## src/rtl/pc_npc_sequencer.sv

```systemverilog
// Control sequencer for the fetch-stage PC/nPC register pair: delayed-branch update,
// stall hold with redirect capture, halt, and sticky redirect error flags.
module pc_npc_sequencer #(
    parameter int AW   = 9,
    parameter int STEP = 4
) (
    input  logic          Clk,
    input  logic          Reset_n,
    input  logic [AW-1:0] pc_q,
    input  logic [AW-1:0] npc_q,
    input  logic          stall,
    input  logic          imem_ready,
    input  logic          redir_req,
    input  logic [AW-1:0] redir_tgt,
    input  logic          halt,
    output logic          regs_rst,
    output logic          pc_ld,
    output logic          npc_ld,
    output logic [AW-1:0] pc_d,
    output logic [AW-1:0] npc_d,
    output logic          fetch_valid,
    output logic          err_slot,
    output logic          err_align
);

    typedef enum logic [1:0] {
        ST_INIT  = 2'd0,
        ST_RUN   = 2'd1,
        ST_STALL = 2'd2,
        ST_HALT  = 2'd3
    } state_e;

    localparam logic [AW-1:0] STEP_W = AW'(STEP);

    state_e        state_q;
    logic          regs_rst_q;
    logic          fetch_valid_q;
    logic          pend_q;
    logic [AW-1:0] pend_tgt_q;
    logic          err_slot_q;
    logic          err_align_q;

    logic          active_s;
    logic          go_s;
    logic          advance_s;
    logic          hold_s;
    logic          misal_s;
    logic [AW-1:0] tgt_al_s;

    // halt suppresses loads and redirect capture in the cycle it is raised
    assign active_s  = (state_q == ST_RUN) || (state_q == ST_STALL);
    assign go_s      = !stall && imem_ready;
    assign advance_s = (state_q == ST_RUN) && go_s && !halt;
    assign hold_s    = active_s && !halt && !advance_s;
    assign tgt_al_s  = {redir_tgt[AW-1:2], 2'b00};
    assign misal_s   = (redir_tgt[1:0] != 2'b00);

    // Sequencer FSM with registered regs_rst / fetch_valid
    always_ff @(posedge Clk or negedge Reset_n) begin
        if (!Reset_n) begin
            state_q       <= ST_INIT;
            regs_rst_q    <= 1'b1;
            fetch_valid_q <= 1'b0;
        end else begin
            case (state_q)
                ST_INIT: begin
                    state_q       <= ST_RUN;
                    regs_rst_q    <= 1'b0;
                    fetch_valid_q <= 1'b1;
                end
                ST_RUN: begin
                    regs_rst_q <= 1'b0;
                    if (halt) begin
                        state_q       <= ST_HALT;
                        fetch_valid_q <= 1'b0;
                    end else if (!go_s) begin
                        state_q       <= ST_STALL;
                        fetch_valid_q <= 1'b1;
                    end else begin
                        state_q       <= ST_RUN;
                        fetch_valid_q <= 1'b1;
                    end
                end
                ST_STALL: begin
                    regs_rst_q <= 1'b0;
                    if (halt) begin
                        state_q       <= ST_HALT;
                        fetch_valid_q <= 1'b0;
                    end else if (go_s) begin
                        state_q       <= ST_RUN;
                        fetch_valid_q <= 1'b1;
                    end else begin
                        state_q       <= ST_STALL;
                        fetch_valid_q <= 1'b1;
                    end
                end
                ST_HALT: begin
                    state_q       <= ST_HALT;
                    regs_rst_q    <= 1'b0;
                    fetch_valid_q <= 1'b0;
                end
                default: begin
                    state_q       <= ST_INIT;
                    regs_rst_q    <= 1'b1;
                    fetch_valid_q <= 1'b0;
                end
            endcase
        end
    end

    // Pending redirect and sticky error flags; the first redirect always wins
    always_ff @(posedge Clk or negedge Reset_n) begin
        if (!Reset_n) begin
            pend_q      <= 1'b0;
            pend_tgt_q  <= '0;
            err_slot_q  <= 1'b0;
            err_align_q <= 1'b0;
        end else if (advance_s) begin
            pend_q <= 1'b0;
            if (redir_req && pend_q) begin
                err_slot_q <= 1'b1;
            end else if (redir_req && misal_s) begin
                err_align_q <= 1'b1;
            end else begin
                err_slot_q <= err_slot_q;
            end
        end else if (hold_s && redir_req) begin
            if (pend_q) begin
                err_slot_q <= 1'b1;
            end else begin
                pend_q     <= 1'b1;
                pend_tgt_q <= tgt_al_s;
                if (misal_s) begin
                    err_align_q <= 1'b1;
                end else begin
                    err_align_q <= err_align_q;
                end
            end
        end else begin
            pend_q <= pend_q;
        end
    end

    // Load enables and next values; loads happen only on an advance in RUN
    always_comb begin
        pc_ld  = advance_s;
        npc_ld = advance_s;
        pc_d   = pc_q;
        npc_d  = npc_q;
        if (state_q == ST_INIT) begin
            pc_d  = '0;
            npc_d = '0;
        end else if (advance_s) begin
            pc_d = npc_q;
            if (pend_q) begin
                npc_d = pend_tgt_q;
            end else if (redir_req) begin
                npc_d = tgt_al_s;
            end else begin
                npc_d = npc_q + STEP_W;
            end
        end else begin
            pc_d  = pc_q;
            npc_d = npc_q;
        end
    end

    assign regs_rst    = regs_rst_q;
    assign fetch_valid = fetch_valid_q;
    assign err_slot    = err_slot_q;
    assign err_align   = err_align_q;

endmodule

```

## config.mk

```make
export PLATFORM = sky130hd
export DESIGN_NAME = pc_npc_sequencer
export DESIGN_NICKNAME = d
export VERILOG_FILES = /design/src/rtl/pc_npc_sequencer.sv
export SDC_FILE = /design/constraint.sdc
export NUM_CORES = 1
export LEC_CHECK = 0
export BUFFER_PORTS_ARGS = -buffer_cell sky130_fd_sc_hd__buf_2
export CAP_MARGIN = 20
export CORE_UTILIZATION = 40
export DETAILED_ROUTE_END_ITERATION = 10
export PLACE_DENSITY = 0.75
export RECOVER_POWER = 50
export SYNTH_ARGS = -nofsm -noshare
export SYNTH_HDL_FRONTEND = slang
export SYNTH_SLANG_ARGS = --single-unit
```

## constraint.sdc

```tcl
create_clock -name Clk -period 1.56 [get_ports Clk]
set_input_delay 0.078 -clock Clk [delete_from_list [all_inputs] [get_ports Clk]]
set_output_delay 0.078 -clock Clk [all_outputs]
set_load 0.01 [all_outputs]
```

; Word level (Yosys, flattened, before mapping)
; Index checks and enable logic that the tools add are counted.
[classes]
muxes = 24
n_addsub = 1
n_eq_ne = 7
reduce_logical = 22
bitwise = 2
[ops]
columns = operator, count
row1 = $mux W9, 6
row2 = $mux W1, 14
row3 = $add A9 B3 Y9 const B, 1
row4 = $logic_and A1 B1 Y1, 8
row5 = $reduce_bool A2 Y1, 4
row6 = $ne A2 B1 Y1 const B, 3
row7 = $pmux W2 S3, 1
row8 = $reduce_and A3 Y1, 2
row9 = $reduce_and A5 Y1, 1
row10 = $eq A2 B2 Y1 const B, 2
row11 = $mux W2, 2
row12 = $reduce_or A4 Y1, 1
row13 = $logic_not A1 Y1, 3
row14 = $pmux W1 S3, 1
row15 = $eq A2 B1 Y1 const B, 1
row16 = $logic_not A2 Y1, 1
row17 = $ne A2 B2 Y1 const B, 1
row18 = $not A1 Y1, 2
row19 = $reduce_or A2 Y1, 1
row20 = $logic_or A1 B1 Y1, 1
[totals]
in_bits = 33
wordCells = 63
reg_bits = 14

; Logic depth before layout (Yosys ltp)
; Gate-level depths: netlist of the first run.
[logic_depth]
ltp_word = 9
ltp_mapped = 8
ltp_nobuf = 7

; Least setup slack after synthesis of the first run
; Ideal clock, no wire load.
[synth_path]
path_kind = reg2reg
startpoint = register state_q[0]
endpoint = register pend_tgt_q[2]
stages_incl_launch_ff = 7
arrival_ps = 1552
slack_ps = -117
synth_period_minus_slack_ps = 1677
path_buffers = 1
cell_sequence = dfrtp_1 inv_1 ha_1 nand3_1 or3_1 buf_6 mux2_4
[synth_via]
elab_chain_len = 7
[synth_rtl]
columns = element, line_no
row1 = "start, declared", 35  ; state_e state_q;
row2 = "start signal, assigned", 61  ; state_q <= ST_INIT;
row3 = "start signal, assigned", 67  ; state_q <= ST_RUN;
row4 = "start signal, assigned", 74  ; state_q <= ST_HALT;
row5 = $eq A2 B1 Y1, "51, 53"
row6 = $logic_and A1 B1 Y1 (2 in series), 53  ; assign advance_s = (state_q == ST_RUN) && go_s && !halt;
row7 = $logic_not A1 Y1, 54  ; assign hold_s = active_s && !halt && !advance_s;
row8 = $logic_and A1 B1 Y1, 54
row9 = $logic_and A1 B1 Y1, 127  ; end else if (hold_s && redir_req) begin
row10 = $reduce_and A3 Y1 (no source line) (*), -
row11 = "end signal, assigned", 132  ; pend_tgt_q <= tgt_al_s;
row12 = "end, declared", 39  ; logic [AW-1:0] pend_tgt_q;
; Mark *: on every way between the ends. The rest lies on a longest branch, timed or not.
; A chain may end at the register's enable or synchronous reset.

; Final worst setup path of the first run
[layout_path]
startpoint = register state_q[1]
endpoint = output port npc_d[7]
[layout_via]
elab_chain_len = 5
[layout_rtl]
columns = element, line_no
row1 = $eq A2 B1 Y1, 53
row2 = $logic_and A1 B1 Y1 (2 in series), 53
row3 = $mux W9, 153  ; end else if (advance_s) begin
row4 = $mux W9 (*), 150  ; if (state_q == ST_INIT) begin
row5 = "end, declared", 20  ; output logic [AW-1:0] npc_d,
; Marked as above.

==> results.toml, run 1 <==
[status]
violations = "setup timing"
outcome = "complete, but fails checks"

[die]
row_count = 18
start_util_pct = 43.4
num_io_pins = 57
die-area_mm2 = 0.00295
die_h_um = 54.3
fp.dieW_um = 54.3
core_area_mm2 = 0.00252

[sta]
rsz0062_at_grt = "yes"
setup_tns_ns = -6.81
max_freq_ghz = 0.527
final-setup-viol-count = 28
fin_ws_ns = -0.339
drv_slew = 0
finalClockSkew_ns = 0.00673
relSlewSlack_pct = 50.7
fin_crit_sh_pct = 122
fin_crit_ns = 1.90
worstMarginPinSlew_ns = 0.740
hold_viol = 0

[detailed_routing]
ant_nets = 0
route.vias.total = 1245
dr.first_iter.drc_count = 20
wl_per_cell_um = 13.0
first_pass_iters = 4
viasPerCell = 5.21
drcViolationCount = 0
wirelength_mm = 3.10

[synth]
synth-edff-count = 0
synth.cells.most_frequent = "nand2_1, a21oi_1, dfrtp_1, inv_1"
netlist_area_mm2 = 0.00109
synthesis.nets = 174
syn_inst = 137
synth.distinct_cells = 35
yosysTopAreaCell = "dfrtp_1"
yosys.area.top_type_share_pct = 29.7
ys.flop_type = "dfrtp_1"
yosysMostFrequentCell = "nand2_1"
synth-seq-cells = 14
synth_area_leaders = "dfrtp_1, nand2_1, mux2_4"
yosysWarnings = 0
synth_area_per_cell_um2 = 7.99
synth_async_sr_flop_share_pct = 100
ys_seq_area_share_pct = 32.1

[min_path]
hold_end = "pend_tgt_q[8]"
min_from = "redir_tgt[8]"
min_path_cells = 2
hp-class = "input port to register"

[placed_design]
port_buffers = 56
place_congestion = 0.811
hpwl_mm = 2.39

[cells_and_area]
multi_input_area_um2 = 719
post_route_cells_drive_above_1_share_pct = 48.3
area_growth_pct = 50.5
final_core_util_pct = 65.3
final-seq-area_um2 = 352
num-fill-cells = 218
fin_nets = 247
diodes = 0

[setup_path]
crit_path_start = "state_q[1]"
crit_path_end_kind = "output pin"
reg2reg_from = "state_q[0]"
rr_worst_depth = 5
crit_type = "register to output pin"
regToRegSetupSlack_ns = -0.31
cp_max_fo = 5
critical_path_required_ns = 1.48
rr_endpoint = "pend_tgt_q[4]"
cp.arrival_ns = 1.82
start_kind = "register"

[cts]
insertion_delay_ns = 0.28
htreeDepth = 1
cts_buffers = 3
clockBufferDepth = 2
path_clk_slew_ns = 0.08
cts_sinks = 14
cts_tree = "built"
root_buffer = "clkbuf_4"

[global_routing]
grt.overflow.total = 0
grt_usage_pct = 22.0
grt_pass1_vias = 1120
grt_pass1_wl_mm = 4.78
grt_start_max_net_pins = 21
antenna_found_initial = 0

[flow_run]
cap_violations = 0

[pwr]
p_leak_nw = 0.868
ir_drop_mv = 1.45
powerDensity_mw_per_mm2 = 1410
[area by class of cell]
cell class	instances	area share [%]
timing repair buffer	77	28.3
inverter	9	2.20
multi-input combinational	105	43.7
clock buffer	4	2.20
sequential	14	21.3
tap	30	2.28
[through the flow]
step / power [mW] / setup WS, ns / hold slack [ns] / cells / area, um2
after global routing: 2.50 / -0.415 / 0.0365 / 239 / 1650
after global placement: 1.85 / -0.127 / -0.0145 / 227 / 1480
after floorplan: 1.42 / -0.0861 / -0.218 / 137 / 1120
after CTS: 2.28 / -0.336 / 0.0379 / 237 / 1620
final: 2.33 / -0.339 / 0.0437 / 239 / 1650
after detailed placement: 1.92 / -0.178 / -0.0114 / 227 / 1480
[worst max-delay path: stages, from the launching register on]
cell and delay, ns:
dfrtp_1 0.40, inv_2 0.09, ha_4 0.11, and3b_2 0.21
nand2_4 0.07, buf_6 0.14, buf_4 0.13, o21ai_0 0.16
a21oi_1 0.08, buf_2 0.15
[state kept, by name, summed over array words and instances (netlist names)]
signal / cells
err_align: 1
err_slot: 1
fetch_valid: 1
pend_q: 1
pend_tgt_q: 7
regs_rst: 1
state_q: 2
[layout by cell type (no fill, tap or decap), types with 2 or more instances in the layout]
cell type and n:
and2_1 2, mux2_4 7, nand2_2 2, ha_4 2, nand3_1 3, buf_6 6, mux2i_1 2, dfrtp_1 13
ha_1 2, clkbuf_4 3, a211oi_2 2, o211ai_1 5, nand2_1 26, nand4_1 2, a21o_1 3, o21ai_0 4
a31oi_1 2, buf_4 16, inv_1 6, buf_2 53, nor2_1 7, a21oi_1 19
[power by group]
part	internal (mW)	switching, mW
Clock	0.142	0.113
Combinational	0.739	0.689
Sequential	0.520	0.127
Total	1.40	0.929
[logic make-up (layout without fill, tap and decap cells)]
| logic type | count (synthesis) | after routing | share of synthesized area [%] |
|---|---|---|---|
| AND/OR/NAND/NOR | 48 | 48 | 19.1 |
| AO/OA/AOI/OAI | 42 | 42 | 23.7 |
| buffers and inverters | 18 | 90 | 8.00 |
| flip-flops | 14 | 14 | 32.1 |
| multiplexers | 9 | 9 | 11.4 |
| adder cells (fa/ha/maj) | 4 | 4 | 4.57 |
| other | 1 | 1 | 0.343 |
| XOR/XNOR | 1 | 1 | 0.800 |
[timing repair]
item                                   4_1_cts  5_1_grt
pin swaps                                   20        5
endpoints found under the hold margin       14        0
hold buffers                                 1        0
buffers inserted                             5        3
setup endpoints to repair                   27       27
gates resized for setup                     15        3
gates cloned                                 0        0
[metal layers]
layer,track usage [%],wire (um),part of all wire (%)
met1,27.0,1390,45
met2,40.4,1530,49
met3,1.67,152,4.9
met4,6.84,31,1.0
met5,0,0,0
[how the worst max path moves through the flow]
stage                                to  slack [ns]
after floorplan           pend_tgt_q[2]       -0.09
after global placement    pend_tgt_q[4]       -0.13
after detailed placement  pend_tgt_q[5]       -0.18
after CTS                      npc_d[7]       -0.34
after global routing           npc_d[7]       -0.41
final                          npc_d[7]       -0.34
Power figures use the tool's default switching activity.
==> inputs of run 2 (changes only) <==
==> constraint.sdc (replaced) <==
create_clock -name Clk -period 1.56 [get_ports Clk]
set_input_delay 0.156 -clock Clk [delete_from_list [all_inputs] [get_ports Clk]]
set_output_delay 0.156 -clock Clk [all_outputs]
set_load 0.01 [all_outputs]
==> run 2 against run 1 <==
  * The run still ends with setup timing left
  * Largest cell class unchanged
  * Worst setup slack lost 0.15 ns
  * Non-clock buffer count is 1 higher
  * Maximum frequency down 7.2%
  * Highest routed layer unchanged
  * Utilization rose by 2.2 points
  * Wire length is 14% higher
  * Global-route usage rose by 3.2 points
  * Die area unchanged
  * Total power rose by 1.3%
==> results.toml, run 2 (synthesized netlist as in run 1, its figures left out) <==
[pwr]
swShare_pct = 42.4
power_mw = 2.36
pwr-share-clk_pct = 10.0
p_leak_nw = 0.891
internal_power_mw = 1.36
p_seq_share_pct = 26.6
power.switching_mw = 1.00
ir_drop_mv = 1.28
power_frac_comb_pct = 63.3
powerDensity_mw_per_mm2 = 1390

[cells_and_area]
largest_registers = "pend_tgt_q (7), state_q (2)"
final_core_util_pct = 67.5
post_route_cells_drive_above_1_share_pct = 51.9
largest_register = "pend_tgt_q"
instances_no_fill = 240
area_growth_pct = 55.5
most-common-layout-cells = "buf_2, nand2_1, buf_4"
fin_nets = 248
largest_reg_flops = 7
final_common_cell = "buf_2"
diodes = 0

[cts]
cts_tree = "built"
cts_sinks = 14
clockBufferDepth = 2
cts_buffers = 3
htreeDepth = 1
path_clk_slew_ns = 0.10
root_buffer = "clkbuf_4"
insertion_delay_ns = 0.30

[die]
num_io_pins = 57
fp.dieW_um = 54.3
start_util_pct = 43.4
row_count = 18
core_area_mm2 = 0.00252
die_h_um = 54.3
die-area_mm2 = 0.00295

[placed_design]
hpwl_mm = 2.52
dp_cells = 227
place_congestion = 0.882
port_buffers = 56
pre_cts_ws_ns = -0.297

[setup_path]
cp_slowest_cell = "dfrtp_1"
start_kind = "register"
timing.critical_path.slowest_cell_delay_ns = 0.37
crit_type = "register to output pin"
cp_cell_sequence = "inv_2 > ha_4 > and3b_2 > nand2_4 > clkinvlp_4 > buf_6 > a221oi_2 > buf_2"
crit_path_end_kind = "output pin"
critical_path_required_ns = 1.40
cp.arrival_ns = 1.89
cp_max_fo = 7

[detailed_routing]
drcViolationCount = 0
viasPerCell = 5.38
ant_nets = 0
first_pass_iters = 4
dr.first_iter.drc_count = 20
route.vias.total = 1291
wl_per_cell_um = 14.8
wirelength_mm = 3.54

[global_routing]
grt_pass1_vias = 1205
antenna_found_initial = 0
grt.overflow.total = 0
grt_start_max_net_pins = 21
grt_pass1_wl_mm = 5.35
grt_usage_pct = 25.2

[sta]
relSlewSlack_pct = 43.1
final-setup-viol-count = 28
hold_viol = 0
max_freq_ghz = 0.489
fin_ws_ns = -0.487
fin_crit_ns = 2.05
worstMarginPinSlew_ns = 0.854
finalClockSkew_ns = 0.0179
fin_hold_ws_ns = 0.0889
drv_slew = 0
rsz0062_at_grt = "yes"
fin_crit_sh_pct = 131

[status]
violations = "setup timing"
outcome = "complete, but fails checks"

[flow_run]
cap_violations = 0

[min_path]
hp-class = "input port to register"
[run 2: routing by layer]
metal  routed length [um]  vias to the layer above  part of all wire, %  track usage (%)
met5                    0                        -                    0                0
met4                   25                        0                 0.71             6.84
met3                  229                        4                  6.5             6.94
met2                 1820                       57                   51             44.3
met1                 1470                      608                   41             29.8
li1                     -                      622                    -                -
[run 2: path summary, 6_finish.rpt]
path / depth (start not counted) / slack (ns) / end / start
hold / removal: 2 / 0.09 / pend_tgt_q[6] / redir_tgt[6]
setup / recovery: 8 / -0.49 / npc_d[5] / state_q[1]
setup reg to reg: 6 / -0.28 / pend_tgt_q[7] / state_q[1]
min in group asynchronous: 2 / 0.46 / pend_tgt_q[6] / Reset_n
max in group asynchronous: 2 / 0.55 / state_q[0] / Reset_n
hold reg to reg: 1 / 0.46 / err_slot / err_slot
[run 2: worst max-delay path: cells and delay by family, from the launching register on]
family / cells / cell delay (ns)
AND/OR/NAND/NOR: 2 / 0.32
AO/OA/AOI/OAI: 1 / 0.21
flip-flops: 1 / 0.37
adder cells (fa/ha/maj): 1 / 0.15
buffers and inverters: 4 / 0.55
[run 2: stage by stage]
stage	TNS [ns]	instance area, um2
floorplan	-0.785	1140
global placement	-3.62	1490
detailed placement	-5.07	1490
CTS	-9.92	1680
global route	-11.80	1700
finish	-10.06	1700
[run 2: cell type report]
class                   instances  area, um2
inverters                       9       37.5
fillers                       232        820
multi-input cells             105        768
clock buffers                   4       26.3
repair buffers                 78        482
well taps                      30       37.5
flip-flops and latches         14        352
[run 2: power groups by stage]
| stage | Clock [mW] | Combinational (mW) | Sequential (mW) |
|---|---|---|---|
| final | 0.237 | 1.50 | 0.629 |
| after floorplan | 0 | 0.835 | 0.605 |
| after detailed placement | 0 | 1.30 | 0.624 |
| after global routing | 0.248 | 1.63 | 0.635 |
| after global placement | 0 | 1.25 | 0.611 |
| after CTS | 0.235 | 1.44 | 0.616 |
[run 2: timing repair]
action                                 CTS  global route
buffers inserted                         9             1
endpoints found under the hold margin   13             0
hold buffers                             1             0
gates resized for setup                 19             6
pin swaps                                8             4
setup endpoints to repair               27            28
